<file path="src/rtl/valet_pkg.sv">
// Shared types for the valet request sequencer: FSM state encoding and response record.
// Pure declarations; no logic, no latency, no backpressure.
package valet_pkg;

  localparam int VALET_ID_W      = 4;
  localparam int VALET_MAX_RETRY = 3;
  localparam int VALET_RETRY_W   = $clog2(VALET_MAX_RETRY + 1);

  typedef enum logic [2:0] {
    ST_IDLE    = 3'd0,
    ST_ISSUE   = 3'd1,
    ST_WAIT    = 3'd2,
    ST_BACKOFF = 3'd3,
    ST_RESP    = 3'd4
  } state_e;

  typedef struct packed {
    logic [VALET_ID_W-1:0]    id;
    logic                     ok;
    logic [VALET_RETRY_W-1:0] retries;
  } rsp_t;

endpackage

</file>
<file path="src/rtl/sat_counter.sv">
// Saturating up-counter: q advances by one per cycle with inc high, sticks at all-ones.
// One-cycle update latency; clr has priority over inc; no backpressure.
module sat_counter #(
  parameter int WIDTH = 8
) (
  input  logic             clk,
  input  logic             rst_n,
  input  logic             inc,
  input  logic             clr,
  output logic [WIDTH-1:0] q
);

  logic [WIDTH-1:0] cnt_q;

  always_ff @(posedge clk or negedge rst_n) begin
    if (!rst_n) begin
      cnt_q <= '0;
    end else if (clr) begin
      cnt_q <= '0;
    end else if (inc && (cnt_q != '1)) begin
      cnt_q <= cnt_q + WIDTH'(1);
    end
  end

  assign q = cnt_q;

endmodule

</file>
<file path="src/rtl/valet_req_ctrl.sv">
// Request sequencer: dispatch one request, wait for ack with timer timeout, retry, respond.
// Request->svc_start 1 cycle, ack->rsp_valid 1 cycle; req_ready low outside IDLE, rsp held until rsp_ready.
module valet_req_ctrl
  import valet_pkg::*;
#(
  parameter  int ID_W      = VALET_ID_W,
  parameter  int MAX_RETRY = 3,
  parameter  int STAT_W    = 8,
  localparam int RETRY_W   = $clog2(MAX_RETRY + 1)
) (
  input  logic               clk,
  input  logic               rst_n,
  input  logic               req_valid,
  input  logic [ID_W-1:0]    req_id,
  output logic               req_ready,
  output logic               svc_start,
  output logic [ID_W-1:0]    svc_id,
  input  logic               svc_ack,
  output logic               tmr_en,
  input  logic               tmr_done,
  output logic               rsp_valid,
  input  logic               rsp_ready,
  output logic [ID_W-1:0]    rsp_id,
  output logic               rsp_ok,
  output logic [RETRY_W-1:0] rsp_retries,
  output logic               stray_ack,
  output logic [STAT_W-1:0]  timeouts_total
);

  state_e               state_q, state_d;
  logic [ID_W-1:0]      id_q, id_d;
  logic [RETRY_W-1:0]   retry_q, retry_d;
  logic [ID_W-1:0]      rsp_id_q, rsp_id_d;
  logic                 rsp_ok_q, rsp_ok_d;
  logic [RETRY_W-1:0]   rsp_retries_q, rsp_retries_d;
  logic                 stray_q, stray_d;
  logic                 tmo_inc;

  always_comb begin
    state_d       = state_q;
    id_d          = id_q;
    retry_d       = retry_q;
    rsp_id_d      = rsp_id_q;
    rsp_ok_d      = rsp_ok_q;
    rsp_retries_d = rsp_retries_q;
    tmo_inc       = 1'b0;
    unique case (state_q)
      ST_IDLE: begin
        if (req_valid) begin
          id_d    = req_id;
          retry_d = '0;
          state_d = ST_ISSUE;
        end
      end
      ST_ISSUE:   state_d = ST_WAIT;
      ST_WAIT: begin
        // Ack outranks a coincident expiry: the service did answer in time.
        if (svc_ack) begin
          rsp_id_d      = id_q;
          rsp_ok_d      = 1'b1;
          rsp_retries_d = retry_q;
          state_d       = ST_RESP;
        end else if (tmr_done) begin
          tmo_inc = 1'b1;
          if (retry_q == RETRY_W'(MAX_RETRY)) begin
            rsp_id_d      = id_q;
            rsp_ok_d      = 1'b0;
            rsp_retries_d = retry_q;
            state_d       = ST_RESP;
          end else begin
            retry_d = retry_q + RETRY_W'(1);
            state_d = ST_BACKOFF;
          end
        end
      end
      ST_BACKOFF: state_d = ST_ISSUE;
      ST_RESP: begin
        if (rsp_ready) begin
          state_d = ST_IDLE;
        end
      end
      default:    state_d = ST_IDLE;
    endcase
  end

  assign stray_d = svc_ack && (state_q != ST_WAIT);

  always_ff @(posedge clk or negedge rst_n) begin
    if (!rst_n) begin
      state_q       <= ST_IDLE;
      id_q          <= '0;
      retry_q       <= '0;
      rsp_id_q      <= '0;
      rsp_ok_q      <= 1'b0;
      rsp_retries_q <= '0;
      stray_q       <= 1'b0;
    end else begin
      state_q       <= state_d;
      id_q          <= id_d;
      retry_q       <= retry_d;
      rsp_id_q      <= rsp_id_d;
      rsp_ok_q      <= rsp_ok_d;
      rsp_retries_q <= rsp_retries_d;
      stray_q       <= stray_d;
    end
  end

  sat_counter #(
    .WIDTH (STAT_W)
  ) u_tmo_cnt (
    .clk   (clk),
    .rst_n (rst_n),
    .inc   (tmo_inc),
    .clr   (1'b0),
    .q     (timeouts_total)
  );

  // Timer is cleared whenever tmr_en drops, so ISSUE and BACKOFF both restart it.
  assign req_ready   = (state_q == ST_IDLE);
  assign svc_start   = (state_q == ST_ISSUE);
  assign svc_id      = id_q;
  assign tmr_en      = (state_q == ST_WAIT);
  assign rsp_valid   = (state_q == ST_RESP);
  assign rsp_id      = rsp_id_q;
  assign rsp_ok      = rsp_ok_q;
  assign rsp_retries = rsp_retries_q;
  assign stray_ack   = stray_q;

endmodule
</file>
<file path="config.mk">
export PLATFORM = sky130hd
export DESIGN_NAME = valet_req_ctrl
export DESIGN_NICKNAME = d
export VERILOG_FILES = /design/src/rtl/valet_pkg.sv /design/src/rtl/sat_counter.sv /design/src/rtl/valet_req_ctrl.sv
export SDC_FILE = /design/constraint.sdc
export NUM_CORES = 1
export LEC_CHECK = 0
export BUFFER_PORTS_ARGS = -buffer_cell sky130_fd_sc_hd__buf_2
export CORE_MARGIN = 5
export CORE_UTILIZATION = 25
export DETAILED_ROUTE_END_ITERATION = 16
export PLACE_DENSITY = 0.56
export REMOVE_ABC_BUFFERS = 1
export SKIP_LAST_GASP = 1
export SYNTH_ARGS = -nofsm -noshare
export SYNTH_HDL_FRONTEND = slang
export SYNTH_HIERARCHICAL = 1
export SYNTH_SLANG_ARGS = --single-unit
</file>
<file path="constraint.sdc">
create_clock -name clk -period 2.07 [get_ports clk]
set_input_delay 0.414 -clock clk [delete_from_list [all_inputs] [get_ports clk]]
set_output_delay 0.414 -clock clk [all_outputs]
set_load 0.03 [all_outputs]
</file>
==> impl_metrics.toml, run 1 <==
[status]
status = "finished, final reports clean"

[synth]
synth_area_um2 = 1270
synthesis.instances = 115
synth_seq_cells = 25
synth_warnings = 6
post_synthesis_sequential_area_ratio_pct = 49.2
post_synth.cell_area_avg_um2 = 11.1
ys_types = 37

[sta]
accumulated_negative_setup_slack_ps = 0
max-slew-margin-rel_pct = 62.1
timing.clock.skew_ps = 4.14
rsz0062_at_grt = "false"
timing.final.setup_violations = 0
timing.final.crit_share_pct = 87.0
fin_crit_ps = 1800
fmaxAchievable_mhz = 555
final-hold-violation-count = 0
worst_pin_slew_ps = 568
timing.final.max_slew_violations = 0

[grt]
antenna_found_initial = 0
gr-usage-all-layers_pct = 8.29
remaining_overflow_grt = 0
first_global_vias = 958
wire_length_of_the_first_global_routing_pass_um = 4310
grt_start_max_net_pins = 26

[drt]
routed_wire_length_per_instance_um = 11.5
drt_iter0_drc = 30
drt-pass1-iter-count = 5
via_density = 4.27
via_count = 939
routed_wl_um = 2520
drc = 0
route.antenna.remaining_nets = 0

[setup_path]
regToRegSetupSlack_ps = 270
worstSetupStartpointType = "flop"
cells_along_the_critical_path = "nor3b_2, nand2_1, nor2_1, nand3_1, or3_1, a211oi_1"
crit_path_max_incr_delay_ps = 480
critical_path_required_ps = 2250
crit_path_top_delay_cell = "sky130_fd_sc_hd__dfrtp_1"
crit_path_max_fanout = 9
worst_setup_path_class = "flop to flop"
type_of_element_capturing_the_critical_path = "flop"
critical_path_at_ps = 1980

[pwr]
leakage_nw = 0.756
vdd_drop_max_mv = 0.603
total_power_mw = 1.93
power_per_cell_area_nw_per_um2 = 1240

[layout]
number_of_standard_cells_in_the_layout_taps_in_and_fillers_out = 220
fin_nets = 163
fin_area_um2 = 1550
share_of_post_route_cells_with_drive_strength_above_1_pct = 38.0
post-route-util_pct = 31.0
number_of_diodes_added_for_antenna_fixing = 0
syn_to_final_growth_pct = 22.2
nFillCells = 540

[cts]
cts_tree = "done"
clk_transition_reported_paths_ps = 90
clock_latency_ps = 270
clock-root-buffer = "sky130_fd_sc_hd__clkbuf_8"
cts_hold_buf = 0
depth_of_the_cts_h_tree = 1
clockBufferDepth = 2
cts_sinks = 25
cts_inserted_buffers = 3

[die]
die_w_um = 81.3
design.core.area_um2 = 5010
rows = 26
effective_utilization_at_floorplan_pct = 25.4
dieArea_um2 = 6610
fp.dieH_um = 81.3
design.portCount = 34

[placement]
dpl.hpwl_um = 1910
port_buffers = 33
place_inst = 216
placedInstanceArea_um2 = 1510
gp_congestion = 0.769

[job]
max-cap-violations = 0

[worst_hold_path]
timing.hold.worst.class = "input pin to asynchronous set/reset pin"
[layout make-up]
class                           count  area [um2]  area share (%)
Inverter                            5        18.8            1.21
Clock inverter                      1        5.00           0.322
Timing Repair Buffer               37         195            12.6
Clock buffer                        3        41.3            2.66
Sequential cell                    25         626            40.3
Multi-Input combinational cell     79         581            37.4
Tap cell                           70        87.6            5.64
[synth_stat cells]
cell type	n	area (um2)
sky130_fd_sc_hd__a211oi_1	1	7.51
sky130_fd_sc_hd__and3_1	1	6.26
sky130_fd_sc_hd__buf_6	2	22.5
sky130_fd_sc_hd__a21o_1	1	7.51
sky130_fd_sc_hd__a21boi_1	1	7.51
sky130_fd_sc_hd__nor4_1	1	6.26
sky130_fd_sc_hd__mux2_4	4	60.1
sky130_fd_sc_hd__a31oi_1	1	6.26
sky130_fd_sc_hd__nand4_1	1	6.26
sky130_fd_sc_hd__and4_1	1	8.76
sky130_fd_sc_hd__nand2_1	6	22.5
sky130_fd_sc_hd__buf_4	2	15.0
sky130_fd_sc_hd__or4b_4	1	13.8
sky130_fd_sc_hd__nand2b_1	4	25.0
sky130_fd_sc_hd__nor2_1	7	26.3
sky130_fd_sc_hd__o21ai_0	3	15.0
sky130_fd_sc_hd__nor2b_1	5	31.3
sky130_fd_sc_hd__o21a_1	1	7.51
sky130_fd_sc_hd__mux2_2	8	90.1
sky130_fd_sc_hd__dfrtp_1	25	626
sky130_fd_sc_hd__o22ai_1	1	6.26
sky130_fd_sc_hd__conb_1	1	3.75
sky130_fd_sc_hd__and4_2	1	10.0
sky130_fd_sc_hd__clkbuf_1	1	3.75
sky130_fd_sc_hd__or3_1	1	6.26
sky130_fd_sc_hd__a2111oi_0	2	17.5
sky130_fd_sc_hd__nor3b_1	5	37.5
sky130_fd_sc_hd__nor3_1	5	25.0
sky130_fd_sc_hd__buf_2	2	10.0
sky130_fd_sc_hd__mux2i_1	3	30.0
sky130_fd_sc_hd__nand3_1	3	15.0
sky130_fd_sc_hd__a21oi_1	4	20.0
sky130_fd_sc_hd__inv_1	5	18.8
sky130_fd_sc_hd__nand3_2	1	10.0
sky130_fd_sc_hd__a41oi_1	1	8.76
sky130_fd_sc_hd__nor3b_2	1	12.5
sky130_fd_sc_hd__ha_1	2	25.0
[final timing paths]
path	start	to	depth (start not counted)
min	rst_n	state_q[1]$_DFFE_PN0P_	1
max in group asynchronous	rst_n	u_tmo_cnt/q[7]$_DFFE_PN0P_	1
max	state_q[0]$_DFFE_PN0P_	u_tmo_cnt/q[7]$_DFFE_PN0P_	6
min in group clk	req_id[2]	svc_id[2]$_DFFE_PN0P_	2
min reg2reg	rsp_retries[0]$_DFFE_PN0P_	rsp_retries[0]$_DFFE_PN0P_	1
max reg2reg	state_q[0]$_DFFE_PN0P_	u_tmo_cnt/q[7]$_DFFE_PN0P_	6
[layout by cell type (no fill, tap or decap), drive strengths merged, types with 2 or more instances in the layout]
cell     netlist  layout
nand3          4       4
dfrtp         25      25
nor2b          5       5
nor3b          6       6
nand2b         4       4
nor3           5       5
nand2          6       6
a2111oi        2       2
inv            5       5
clkbuf         1       3
nor2           7       7
o21ai          3       3
mux2          12      12
ha             2       2
buf            6      37
a21oi          4       4
and4           2       2
conb           1       2
mux2i          3       3
[routing by layer]
| layer | GRT usage [%] | wire (um) | up-vias |
|---|---|---|---|
| met2 | 12.1 | 1060 | 37 |
| met5 | 0 | 0 | - |
| met1 | 11.4 | 1220 | 426 |
| met3 | 2.66 | 208 | 4 |
| met4 | 3.04 | 30 | 0 |
| li1 | - | - | 472 |
[flip-flops by register name, summed over array words and instances, names as in the netlist]
signal,count
u_tmo_cnt/q,8
rsp_ok,1
state_q,3
rsp_retries,2
rsp_id,4
retry_q,2
svc_id,4
stray_ack,1
[timing repair]
action	4_1_cts	5_1_grt
setup endpoints to repair	0	1
hold endpoints to repair	0	0
gates resized for setup	0	1
setup buffers	0	0
[per-stage QoR]
step / setup slack (ps) / hold slack, ps
finish: 270 / 128
global route: 5.55 / 169
global placement: 320 / 446
CTS: 256 / 143
detailed placement: 276 / 448
floorplan: -215 / 118
[kinds of logic (layout without fill, tap and decap cells)]
logic type / Yosys count / after routing / share of synthesized area, %
fa+ha+maj: 2 / 2 / 1.97
simple gates: 44 / 44 / 20.7
mux: 15 / 15 / 14.2
other cells: 1 / 2 / 0.295
compound gates: 16 / 16 / 8.17
buf+inv: 12 / 46 / 5.51
flops: 25 / 25 / 49.2
[worst max-delay path: cells and delay by family (launching register included)]
family | cells | cell delay, ps
simple gates | 5 | 1000
flops | 1 | 480
compound gates | 1 | 220
[power by group]
part,switching (mW),internal (mW)
Clock,0.156,0.135
Combinational,0.529,0.359
Sequential,0.115,0.640
Total,0.800,1.13
Note: power is estimated with default switching activity, not from simulation.
==> inputs of run 2 (changes only) <==
PLACE_DENSITY = 0.57   (was 0.56)
clock period = 1.6 ns   (was 2.07 ns; I/O delays follow)
==> run 2 against run 1 <==
The flow now finishes with violations (negative setup slack). Highest routed layer unchanged. Design area up 14%. Die area unchanged. Core utilization is 4.5 points higher.
==> impl_metrics.toml, run 2 (same netlist as run 1, synthesis figures left out) <==
[setup_path]
timing.critical_path.buf_inv = 0
worst_setup_path_class = "flop to flop"
worst_path_dominant_cell_family = "simple AND/OR/NAND/NOR gates"
critical_path_at_ps = 1810
crit_path_max_fanout = 4
cells_along_the_critical_path = "nor3b_2, nand2_1, nor2_4, nand3_2, or3_1, a211oi_2"
critical_path_required_ps = 1790
type_of_element_capturing_the_critical_path = "flop"
crit_path_max_incr_delay_ps = 410
worstSetupStartpointType = "flop"
crit_path_top_delay_cell = "sky130_fd_sc_hd__dfrtp_1"

[sta]
rsz0062_at_grt = "true"
timing.final.max_slew_violations = 0
accumulated_negative_setup_slack_ps = -31.6
timing.final.setup_violations = 2
minimum_setup_slack_in_the_final_design_ps = -19.9
fin_crit_ps = 1620
fin_hold_ws_ps = 25.8
worst_pin_slew_ps = 557
timing.final.crit_share_pct = 101
final-hold-violation-count = 0
timing.clock.skew_ps = 4.32
fmaxAchievable_mhz = 617
max-slew-margin-rel_pct = 62.8

[cts]
clk_transition_reported_paths_ps = 90
cts_tree = "done"
cts_sinks = 25
clockBufferDepth = 2
cts_hold_buf = 0
cts_inserted_buffers = 3
depth_of_the_cts_h_tree = 1
clock_latency_ps = 270
clock-root-buffer = "sky130_fd_sc_hd__clkbuf_8"

[pwr]
leakage_nw = 0.855
net-switching-power_mw = 1.15
power_frac_seq_pct = 33.1
total_power_mw = 2.87
power_per_cell_area_nw_per_um2 = 1610
switching_share_of_power_pct = 40.1
clockPowerShare_pct = 13.8
internal_power_mw = 1.72
pwr-share-comb_pct = 53.1
vdd_drop_max_mv = 1.07

[die]
design.core.area_um2 = 5010
dieArea_um2 = 6610
rows = 26
effective_utilization_at_floorplan_pct = 25.4
fp.dieH_um = 81.3
die_w_um = 81.3
design.portCount = 34

[placement]
gp_congestion = 0.721
place_inst = 227
port_buffers = 33
dpl.hpwl_um = 1990

[drt]
drt-pass1-iter-count = 4
routed_wire_length_per_instance_um = 12.0
drc = 0
route.antenna.remaining_nets = 0
via_count = 1030
drt_iter0_drc = 20
via_density = 4.36
routed_wl_um = 2830

[grt]
groute.layer.met3.usage_pct = 3.10
global_route_hottest_layer = "met2"
remaining_overflow_grt = 0
gr-usage-met2_pct = 13.8
first_global_vias = 1008
wire_length_of_the_first_global_routing_pass_um = 4510
met1_usage_pct = 11.8
antenna_found_initial = 0
grt_start_max_net_pins = 26
gr-usage-all-layers_pct = 8.66

[layout]
post-route-util_pct = 35.5
share_of_post_route_cells_with_drive_strength_above_1_pct = 50.6
largest_register_ffs = 8
number_of_diodes_added_for_antenna_fixing = 0
fin_nets = 179
number_of_standard_cells_in_the_layout_taps_in_and_fillers_out = 236
highest_count_cells_in_the_layout_ignoring_fill_and_taps = "sky130_fd_sc_hd__buf_2, sky130_fd_sc_hd__dfrtp_1, sky130_fd_sc_hd__buf_4"
syn_to_final_growth_pct = 39.9
layout_commonest_cell = "sky130_fd_sc_hd__buf_2"

[job]
max-cap-violations = 0

[status]
failed_checks = "negative setup slack"
status = "complete, but fails checks"

[worst_hold_path]
timing.hold.worst.class = "input pin to asynchronous set/reset pin"
==> run 2: area by class of cell <==
cell class	count	area, um2
clock buffer	3	41.3
clock inverter	1	8.76
fill	529	3230
inverter	5	18.8
multi-input combinational	79	648
sequential	25	626
tap	70	87.6
timing repair buffer	53	348
==> run 2: stage by stage <==
step | setup slack [ps] | area (um2)
3_5_place_dp | -82.9 | 1590
3_3_place_gp | -6.03 | 1590
2_1_floorplan | -685 | 1220
4_1_cts | 2.32 | 1710
6_report | -19.9 | 1780
5_1_grt | -108 | 1780
==> run 2: repair_timing <==
| item | in CTS | in global routing |
|---|---|---|
| gates resized for setup | 15 | 12 |
| pin swaps | 3 | 3 |
| buffers inserted | 2 | 3 |
| setup endpoints to repair | 7 | 15 |
| endpoints found under the hold margin | 0 | 0 |
| gates cloned | 0 | 0 |
==> run 2: path summary, 6_finish.rpt <==
kind	startpoint	end	slack, ps	depth (start not counted)
max reg2reg	state_q[0]$_DFFE_PN0P_	u_tmo_cnt/q[7]$_DFFE_PN0P_	-20	6
min	rst_n	rsp_ok$_DFFE_PN0P_	30	1
max	state_q[0]$_DFFE_PN0P_	u_tmo_cnt/q[7]$_DFFE_PN0P_	-20	6
max in group asynchronous	rst_n	retry_q[0]$_DFFE_PN0P_	1200	1
min in group clk	req_id[1]	svc_id[1]$_DFFE_PN0P_	270	2
min reg2reg	rsp_id[2]$_DFFE_PN0P_	rsp_id[2]$_DFFE_PN0P_	520	1
==> run 2: per-layer routing <==
metal	part of all wire, %	wire length, um	vias up
met1	50	1430	492
met2	43	1230	30
met5	0	0	-
met3	6.0	169	2
li1	-	-	506
met4	0.14	4	0
==> run 2: power by group through the flow <==
stage / combinational (mW) / clock, mW / sequential (mW)
2_1_floorplan: 0.517 / 0 / 1.28
3_3_place_gp: 1.29 / 0 / 0.957
3_5_place_dp: 1.30 / 0 / 0.949
4_1_cts: 1.44 / 0.418 / 0.948
5_1_grt: 1.63 / 0.444 / 0.979
6_report: 1.52 / 0.396 / 0.951
==> inputs of run 3 (changes only) <==
CTS_BUF_LIST = sky130_fd_sc_hd__clkbuf_16   (was not set)
PLACE_DENSITY = not set   (was 0.57)
==> run 3 against run 2 <==
The flow now finishes without violations. Hold slack better by 20 ps. Clock-buffer cell count is the same. Via count shrank 2.9%. Critical path depth down 2. Critical endpoint is now rsp_valid. Die area unchanged. First-iteration DRC count is 40% higher. Combinational power shrank 7%. Register-to-register slack improved by 40 ps. Critical path type is now flop to primary output.
==> impl_metrics.toml, run 3 (same netlist as run 1, synthesis figures left out) <==
[status]
status = "finished, final reports clean"

[sta]
fmaxAchievable_mhz = 635
rsz0062_at_grt = "true"
timing.final.setup_violations = 0
timing.final.max_slew_violations = 0
minimum_setup_slack_in_the_final_design_ps = 24.9
final-hold-violation-count = 0
worst_pin_slew_ps = 568
fin_crit_ps = 1580
max-slew-margin-rel_pct = 62.1
timing.clock.skew_ps = 5.11
timing.final.crit_share_pct = 98.4

[placement]
port_buffers = 33
gp_congestion = 0.749
dp_slack_ps = -17.1
dpl.hpwl_um = 2040

[pwr]
power_frac_seq_pct = 32.3
total_power_mw = 2.95
pwr-share-comb_pct = 48.3
leakage_nw = 0.840
power_per_cell_area_nw_per_um2 = 1670
clockPowerShare_pct = 19.4
vdd_drop_max_mv = 0.911
internal_power_mw = 1.80
net-switching-power_mw = 1.15
switching_share_of_power_pct = 39.0

[die]
effective_utilization_at_floorplan_pct = 25.4
dieArea_um2 = 6610
design.core.area_um2 = 5010
fp.dieH_um = 81.3
die_w_um = 81.3
design.portCount = 34
rows = 26

[drt]
via_density = 4.33
drt-pass1-iter-count = 4
drc = 0
via_count = 1000
routed_wl_um = 2840
drt_iter0_drc = 28
route.antenna.remaining_nets = 0
routed_wire_length_per_instance_um = 12.3

[setup_path]
type_of_element_capturing_the_critical_path = "primary output"
regToRegSetupSlack_ps = 20
crit_path_top_delay_cell = "sky130_fd_sc_hd__dfrtp_1"
timing.critical_path.buf_inv = 3
worst_setup_path_class = "flop to primary output"
critical_path.most_common_cell = "sky130_fd_sc_hd__buf_6"
worstSetupStartpointType = "flop"
cells_along_the_critical_path = "buf_6, buf_6, nor3b_2, buf_4"
crit_path_max_fanout = 7
timing.rr.end = "svc_id[0]$_DFFE_PN0P_"
reg2reg_from = "state_q[0]$_DFFE_PN0P_"
critical_path_required_ps = 1280
worst_path_dominant_cell_family = "buffers and inverters"
r2r.worst_path.cells = 3
critical_path_at_ps = 1260
crit_path_max_incr_delay_ps = 390

[grt]
grt_start_max_net_pins = 26
met1_usage_pct = 12.3
first_global_vias = 982
remaining_overflow_grt = 0
groute.layer.met3.usage_pct = 2.99
global_route_hottest_layer = "met2"
antenna_found_initial = 0
gr-usage-met2_pct = 13.6
wire_length_of_the_first_global_routing_pass_um = 4600
gr-usage-all-layers_pct = 8.91

[cts]
cts_inserted_buffers = 3
cts_sinks = 25
clockBufferDepth = 2
depth_of_the_cts_h_tree = 1
clock-root-buffer = "sky130_fd_sc_hd__clkbuf_16"
cts_tree = "done"
clk_transition_reported_paths_ps = 70
clock_latency_ps = 260
cts_hold_buf = 0

[job]
max-cap-violations = 0

[layout]
share_of_post_route_cells_with_drive_strength_above_1_pct = 49.1
layout_commonest_cell = "sky130_fd_sc_hd__buf_2"
highest_count_cells_in_the_layout_ignoring_fill_and_taps = "sky130_fd_sc_hd__buf_2, sky130_fd_sc_hd__dfrtp_1, sky130_fd_sc_hd__buf_4"
syn_to_final_growth_pct = 39.1
fin_nets = 174
number_of_diodes_added_for_antenna_fixing = 0
largest_register_ffs = 8

[worst_hold_path]
timing.hold.worst.class = "input pin to asynchronous set/reset pin"
run 3: what timing repair did:
| item | in CTS | in global routing |
|---|---|---|
| hold endpoints to repair | 0 | 0 |
| cloned | 0 | 0 |
| gates resized for setup | 8 | 15 |
| setup endpoints to repair | 6 | 10 |
| pin swaps | 1 | 6 |
| setup buffers | 0 | 1 |
run 3: layout make-up:
type | instances | area, um2
clock buffer | 3 | 75.1
clock inverter | 1 | 7.51
fill | 526 | 3240
inverter | 5 | 18.8
multi-input combinational | 79 | 649
sequential | 25 | 626
tap | 70 | 87.6
timing repair buffer | 48 | 304
run 3: how the worst max path moves through the flow:
| stage | cells past startpoint | startpoint | slack, ps | endpoint |
|---|---|---|---|---|
| floorplan | 6 | state_q[1]$_DFFE_PN0P_ | -690 | u_tmo_cnt/q[7]$_DFFE_PN0P_ |
| finish | 4 | state_q[1]$_DFFE_PN0P_ | 20 | rsp_valid |
| global placement | 6 | state_q[0]$_DFFE_PN0P_ | 30 | u_tmo_cnt/q[7]$_DFFE_PN0P_ |
| detailed placement | 6 | state_q[0]$_DFFE_PN0P_ | -20 | u_tmo_cnt/q[7]$_DFFE_PN0P_ |
| global route | 6 | state_q[2]$_DFFE_PN0P_ | -80 | u_tmo_cnt/q[7]$_DFFE_PN0P_ |
| CTS | 4 | state_q[0]$_DFFE_PN0P_ | -2 | svc_start |
run 3: through the flow:
step,TNS [ps],hold WS [ps],instances,cell area (um2),util [%]
2_1_floorplan,-6720,24.4,109,1220,-
3_3_place_gp,0,353,226,1580,31.6
3_5_place_dp,-27.1,351,226,1580,31.6
4_1_cts,-1.73,71.6,230,1690,33.8
5_1_grt,-270,91.7,231,1770,35.3
6_report,0,45.9,231,1770,35.3
run 3: routing by layer:
metal / share of wire [%] / routed length (um)
met5: 0 / 0
met3: 6.4 / 183
met4: 0.56 / 16
met2: 42 / 1190
met1: 51 / 1460
run 3: power groups by stage:
| stage | Combinational, mW | Clock, mW | Sequential [mW] |
|---|---|---|---|
| floorplan | 0.517 | 0 | 1.28 |
| global placement | 1.27 | 0 | 0.956 |
| detailed placement | 1.29 | 0 | 0.948 |
| CTS | 1.34 | 0.588 | 0.949 |
| global route | 1.53 | 0.615 | 0.986 |
| finish | 1.42 | 0.572 | 0.951 |
run 3: worst reg2reg max path, stage by stage, from the launching register on:
cell,delay (ps)
sky130_fd_sc_hd__dfrtp_1,390
sky130_fd_sc_hd__buf_4,140
sky130_fd_sc_hd__or4b_4,610
sky130_fd_sc_hd__mux2_4,330
